===== src/rtl/unidad_busqueda_pc_pkg.sv =====
// Shared types and constants for the PC / fetch sequencer.
// Provides the FSM state enum, instruction size and default reset PC.
package unidad_busqueda_pc_pkg;

    typedef enum logic [1:0] {
        IDLE  = 2'd0,
        REQ   = 2'd1,
        ISSUE = 2'd2,
        DRAIN = 2'd3
    } state_t;

    localparam int unsigned INSTR_BYTES = 4;
    localparam logic [63:0] DEFAULT_RESET_PC = 64'h0;

endpackage


===== src/rtl/unidad_busqueda_pc_sumador_pc4.sv =====
// Combinational PC + INSTR_BYTES incrementer, modulo 2^ADDR_W.
// Ports: pc_in (current PC), pc_out (pc_in + 4, wrapping).
module sumador_pc4
    import unidad_busqueda_pc_pkg::*;
#(
    parameter int ADDR_W = 64
) (
    input  logic [ADDR_W-1:0] pc_in,
    output logic [ADDR_W-1:0] pc_out
);

    assign pc_out = pc_in + ADDR_W'(INSTR_BYTES);

endmodule


===== src/rtl/unidad_busqueda_pc.sv =====
// Program counter and instruction fetch sequencer (IDLE/REQ/ISSUE/DRAIN).
// Ports: clk, rst_n; result_suma/branch_taken/flush select the next PC;
// imem_req/imem_addr/imem_ack/imem_rdata fetch; instr/instr_valid/
// instr_ready issue; bus_out is the PC; misalign_err flags bad targets.
module unidad_busqueda_pc
    import unidad_busqueda_pc_pkg::*;
#(
    parameter logic [63:0] RESET_PC = DEFAULT_RESET_PC,
    parameter int          ADDR_W   = 64,
    parameter int          INSTR_W  = 32
) (
    input  logic               clk,
    input  logic               rst_n,
    input  logic [ADDR_W-1:0]  result_suma,
    input  logic               branch_taken,
    input  logic               flush,
    output logic               imem_req,
    output logic [ADDR_W-1:0]  imem_addr,
    input  logic               imem_ack,
    input  logic [INSTR_W-1:0] imem_rdata,
    output logic [INSTR_W-1:0] instr,
    output logic               instr_valid,
    input  logic               instr_ready,
    output logic [ADDR_W-1:0]  bus_out,
    output logic               misalign_err
);

    state_t               state_q, state_d;
    logic [ADDR_W-1:0]    pc_q, pc_d;
    logic [INSTR_W-1:0]   instr_q, instr_d;
    logic                 valid_q, valid_d;
    logic                 req_q, req_d;
    logic                 mis_q, mis_d;
    logic [ADDR_W-1:0]    pc_plus4;
    logic [ADDR_W-1:0]    target;
    logic                 target_bad;

    sumador_pc4 #(.ADDR_W(ADDR_W)) u_pc4 (
        .pc_in  (pc_q),
        .pc_out (pc_plus4)
    );

    // Targets are always word aligned; low bits only raise the flag.
    assign target     = {result_suma[ADDR_W-1:2], 2'b00};
    assign target_bad = |result_suma[1:0];

    always_comb begin
        state_d = state_q;
        pc_d    = pc_q;
        instr_d = instr_q;
        valid_d = valid_q;
        mis_d   = 1'b0;
        if (flush) begin
            pc_d    = target;
            mis_d   = target_bad;
            valid_d = 1'b0;
            unique case (state_q)
                REQ:     state_d = imem_ack ? REQ : DRAIN;
                // The pending response is still owed unless it lands now.
                DRAIN:   state_d = imem_ack ? REQ : DRAIN;
                default: state_d = REQ;
            endcase
        end else begin
            unique case (state_q)
                IDLE: state_d = REQ;
                REQ: begin
                    if (imem_ack) begin
                        instr_d = imem_rdata;
                        valid_d = 1'b1;
                        state_d = ISSUE;
                    end
                end
                ISSUE: begin
                    if (valid_q && instr_ready) begin
                        pc_d    = branch_taken ? target : pc_plus4;
                        mis_d   = branch_taken && target_bad;
                        valid_d = 1'b0;
                        state_d = REQ;
                    end
                end
                DRAIN: begin
                    if (imem_ack) state_d = REQ;
                end
                default: state_d = IDLE;
            endcase
        end
        req_d = (state_d == REQ);
    end

    always_ff @(posedge clk or negedge rst_n) begin
        if (!rst_n) begin
            state_q <= IDLE;
            pc_q    <= RESET_PC[ADDR_W-1:0];
            instr_q <= '0;
            valid_q <= 1'b0;
            req_q   <= 1'b0;
            mis_q   <= 1'b0;
        end else begin
            state_q <= state_d;
            pc_q    <= pc_d;
            instr_q <= instr_d;
            valid_q <= valid_d;
            req_q   <= req_d;
            mis_q   <= mis_d;
        end
    end

    assign bus_out      = pc_q;
    assign imem_addr    = pc_q;
    assign imem_req     = req_q;
    assign instr        = instr_q;
    assign instr_valid  = valid_q;
    assign misalign_err = mis_q;

endmodule


===== config.mk =====
export PLATFORM = sky130hd
export DESIGN_NAME = unidad_busqueda_pc
export DESIGN_NICKNAME = d
export VERILOG_FILES = /design/src/rtl/unidad_busqueda_pc_pkg.sv /design/src/rtl/unidad_busqueda_pc_sumador_pc4.sv /design/src/rtl/unidad_busqueda_pc.sv
export SDC_FILE = /design/constraint.sdc
export NUM_CORES = 1
export LEC_CHECK = 0
export BUFFER_PORTS_ARGS = -buffer_cell sky130_fd_sc_hd__buf_2
export CORE_MARGIN = 2
export CORE_UTILIZATION = 48
export CTS_CLUSTER_DIAMETER = 120
export DETAILED_ROUTE_END_ITERATION = 8
export GPL_TIMING_DRIVEN = 0
export PLACE_DENSITY = 0.84
export SYNTH_ARGS = -nofsm -noshare
export SYNTH_HDL_FRONTEND = slang
export SYNTH_SLANG_ARGS = --single-unit

===== constraint.sdc =====
create_clock -name clk -period 2.8 [get_ports clk]
set_input_delay 0.28 -clock clk [delete_from_list [all_inputs] [get_ports clk]]
set_output_delay 0.28 -clock clk [all_outputs]
set_load 0.01 [all_outputs]

==> impl_metrics.tcl <==
set metrics [dict create \
    status "complete, but fails checks" \
    violations "DRC" \
    crit_type "flop to flop" \
    clk_pin_slew_ns 0.07 \
    setup_violations 0 \
    dp_hpwl_um 16000 \
    clock_skew_ns 0.00727 \
    drt_wl_total_um 21700 \
    num_vias 6610 \
    core.rowCount 40 \
    grt_pass1_vias 6110 \
    crit_fanout 9 \
    path_delay_family "simple AND/OR/NAND/NOR gates" \
    initial_core_util 0.496 \
    reg2reg_depth 6 \
    grt_usage 0.317 \
    crit_arrival_ns 2.97 \
    cpPeakStageDelay_ns 0.59 \
    ios 265 \
    antenna_found_initial 0 \
    worstHoldStart "result_suma[4]" \
    drc 1 \
    syn_to_final_growth_pct 30.7 \
    hold_violations 0 \
    hold_path_class "input port to flop" \
    netlist_area_um2 5980 \
    crit_buf_inv 0 \
    grt_pass1_wl_um 32100 \
    period_share 0.984 \
    first_iter_violations 785 \
    cp-end-kind "flop" \
    hold_depth 3 \
    clock_latency_ns 0.36 \
    yosys_warnings 0 \
    drt-pass1-iter-count 9 \
    min_delay_worst_endpoint "bus_out[4]$_DFFE_PN0P_" \
    cts_tree "done" \
    ys_ff_latch 99 \
    cellLeakagePower_nw 3.62 \
    yosysSeqAreaShare 0.414 \
    antennaDiodeCount 0 \
    drive_above_1_share 0.412 \
    io_buffers 259 \
    fin_total_pwr_mw 4.58 \
    grt_start_max_net_pins 53 \
    fmax_ghz 0.363 \
    rsz0062_at_grt "false" \
    powerDensity_nw_per_um2 586 \
    synth_edf_count 0 \
    wl_met3_um 2610 \
    async_reset_ff_frac 1.00 \
    ys.flop_type "dfrtp_1" \
    post_drt_via_cell_ratio 5.87 \
    critPathRequiredTime_ns 3.02 \
    finalCriticalPeriod_ns 2.76 \
    numCtsBuffers 9 \
    grt_overflow 0 \
    postRouteAntennaNets 0 \
    tightest_slew_ns 0.772 \
    tns_ns 0 \
    routed.top_layer "met4" \
    ys_types 63 \
    r2r-end "bus_out[57]$_DFFE_PN0P_" \
    avgSynthCellArea_um2 8.80 \
    gp_congestion 0.968 \
    syn_inst 679 \
    crit_path_cell_trace "nand3_1 > nor4_1 > nand4_1 > or4_1 > o21ai_0 > a21oi_1" \
    die_x_um 116 \
    die-area_um2 13400 \
    final_util 0.648 \
    coreArea_um2 12100 \
    die_h_um 116 \
    crit_slowest_cell "or4_1" \
    final_nets 1057 \
    cts_htree_levels 3 \
    route.layer.met1.wl_um 7780 \
    cp-start-kind "flop" \
    cts-root-buf "clkbuf_16" \
    maxCapViolations 0 \
    clk_path_buf_depth 2 \
    layout_commonest_cell "buf_2" \
    wl_met2_um 10500 \
    ff2ff_setup_slack_ns 0.04 \
    final-max-slew-violation-count 0 \
    layout_common_cells "buf_2, dfrtp_1, buf_4, nand2_1, a21oi_1" \
    cp.depth 6 \
    slew_headroom 0.485 \
    clock_sinks 99 \
    detail_route.wl_per_cell_um 19.2 \
    vdd_ir_drop_max_uv 425 \
    r2r_start "bus_out[24]$_DFFE_PN0P_" \
]
per-stage QoR:
stage	worst slack, ns	hold WS, ns	std cells	instance area, um^2
after floorplan	0.708	-0.0156	682	5990
after global placement	0.194	0.486	1109	7490
after detailed placement	0.183	0.375	1110	7520
after CTS	0.200	0.128	1127	7810
after global routing	0.0291	0.152	1127	7810
final	0.0446	0.132	1127	7810
cells by family (layout without fill, tap and decap cells):
family                   after synthesis  count (layout)  share of synthesized area
AND/OR/NAND/NOR                      247             247                      0.221
AO/OA/AOI/OAI                        180             180                      0.180
buffers and inverters                115             392                      0.116
flip-flops                            99              99                      0.414
multiplexers                          34              34                     0.0636
XOR/XNOR                               2               2                    0.00293
adder cells (fa/ha/maj)                1               1                    0.00209
other                                  1               4                   0.000627
layer usage:
metal	vias up	global-route usage
met4	0	0.163
met3	73	0.0664
li1	2966	-
met5	-	0
met2	529	0.526
met1	3042	0.391
what timing repair did:
action,in CTS,in global routing
setup buffers,0,0
endpoints found under the hold margin,1,0
hold buffers,1,0
gates resized for setup,0,0
setup endpoints to repair,0,0
worst reg2reg max path: stages (launching register included):
cell and delay [ns]:
dfrtp_1 0.57, nand3_1 0.20, nor4_1 0.53, nand4_1 0.53, or4_1 0.59, o21ai_0 0.10
a21oi_1 0.09
synthesized netlist by cell type, types with 10 or more instances:
master	number	share of area
clkbuf_1	28	0.018
mux2_2	32	0.060
buf_4	67	0.084
inv_1	10	0.0063
dfrtp_1	99	0.41
nand2_1	65	0.041
and3_1	17	0.018
o21ai_0	45	0.038
nor3_1	18	0.015
o22ai_1	18	0.019
and4_1	12	0.018
nand4_1	19	0.020
nor2_1	46	0.029
nand3_1	29	0.024
nor4_1	10	0.010
a21oi_1	64	0.054
state kept, by name, summed over array words and instances (netlist names):
register      count
bus_out          62
imem_req          1
instr            32
instr_valid       1
misalign_err      1
state_q           2
power breakdown:
group | internal (mW) | total [mW] | switching, mW | leakage [nW]
registers | 1.69 | 1.97 | 0.283 | 1.15
logic | 0.687 | 1.41 | 0.726 | 2.33
clock network | 0.608 | 1.19 | 0.585 | 0.132
total | 2.99 | 4.58 | 1.59 | 3.62
worst max-delay path by stage:
stage / startpoint / endpoint
final: bus_out[24]$_DFFE_PN0P_ / bus_out[57]$_DFFE_PN0P_
after global routing: bus_out[24]$_DFFE_PN0P_ / bus_out[63]$_DFFE_PN0P_
after CTS: bus_out[24]$_DFFE_PN0P_ / bus_out[57]$_DFFE_PN0P_
after detailed placement: flush / bus_out[29]$_DFFE_PN0P_
after global placement: flush / bus_out[27]$_DFFE_PN0P_
after floorplan: bus_out[2]$_DFFE_PN0P_ / bus_out[44]$_DFFE_PN0P_
area by class of cell:
cell class / instances / area, um^2
plain buffers: 105 / 654
clock buffers: 9 / 225
clock inverters: 7 / 51.3
fillers: 1080 / 4250
inverters: 10 / 37.5
multi-input cells: 468 / 2820
flip-flops and latches: 99 / 2480
well taps: 168 / 210
repair buffers: 261 / 1340
(Power assumes the default switching activity.)
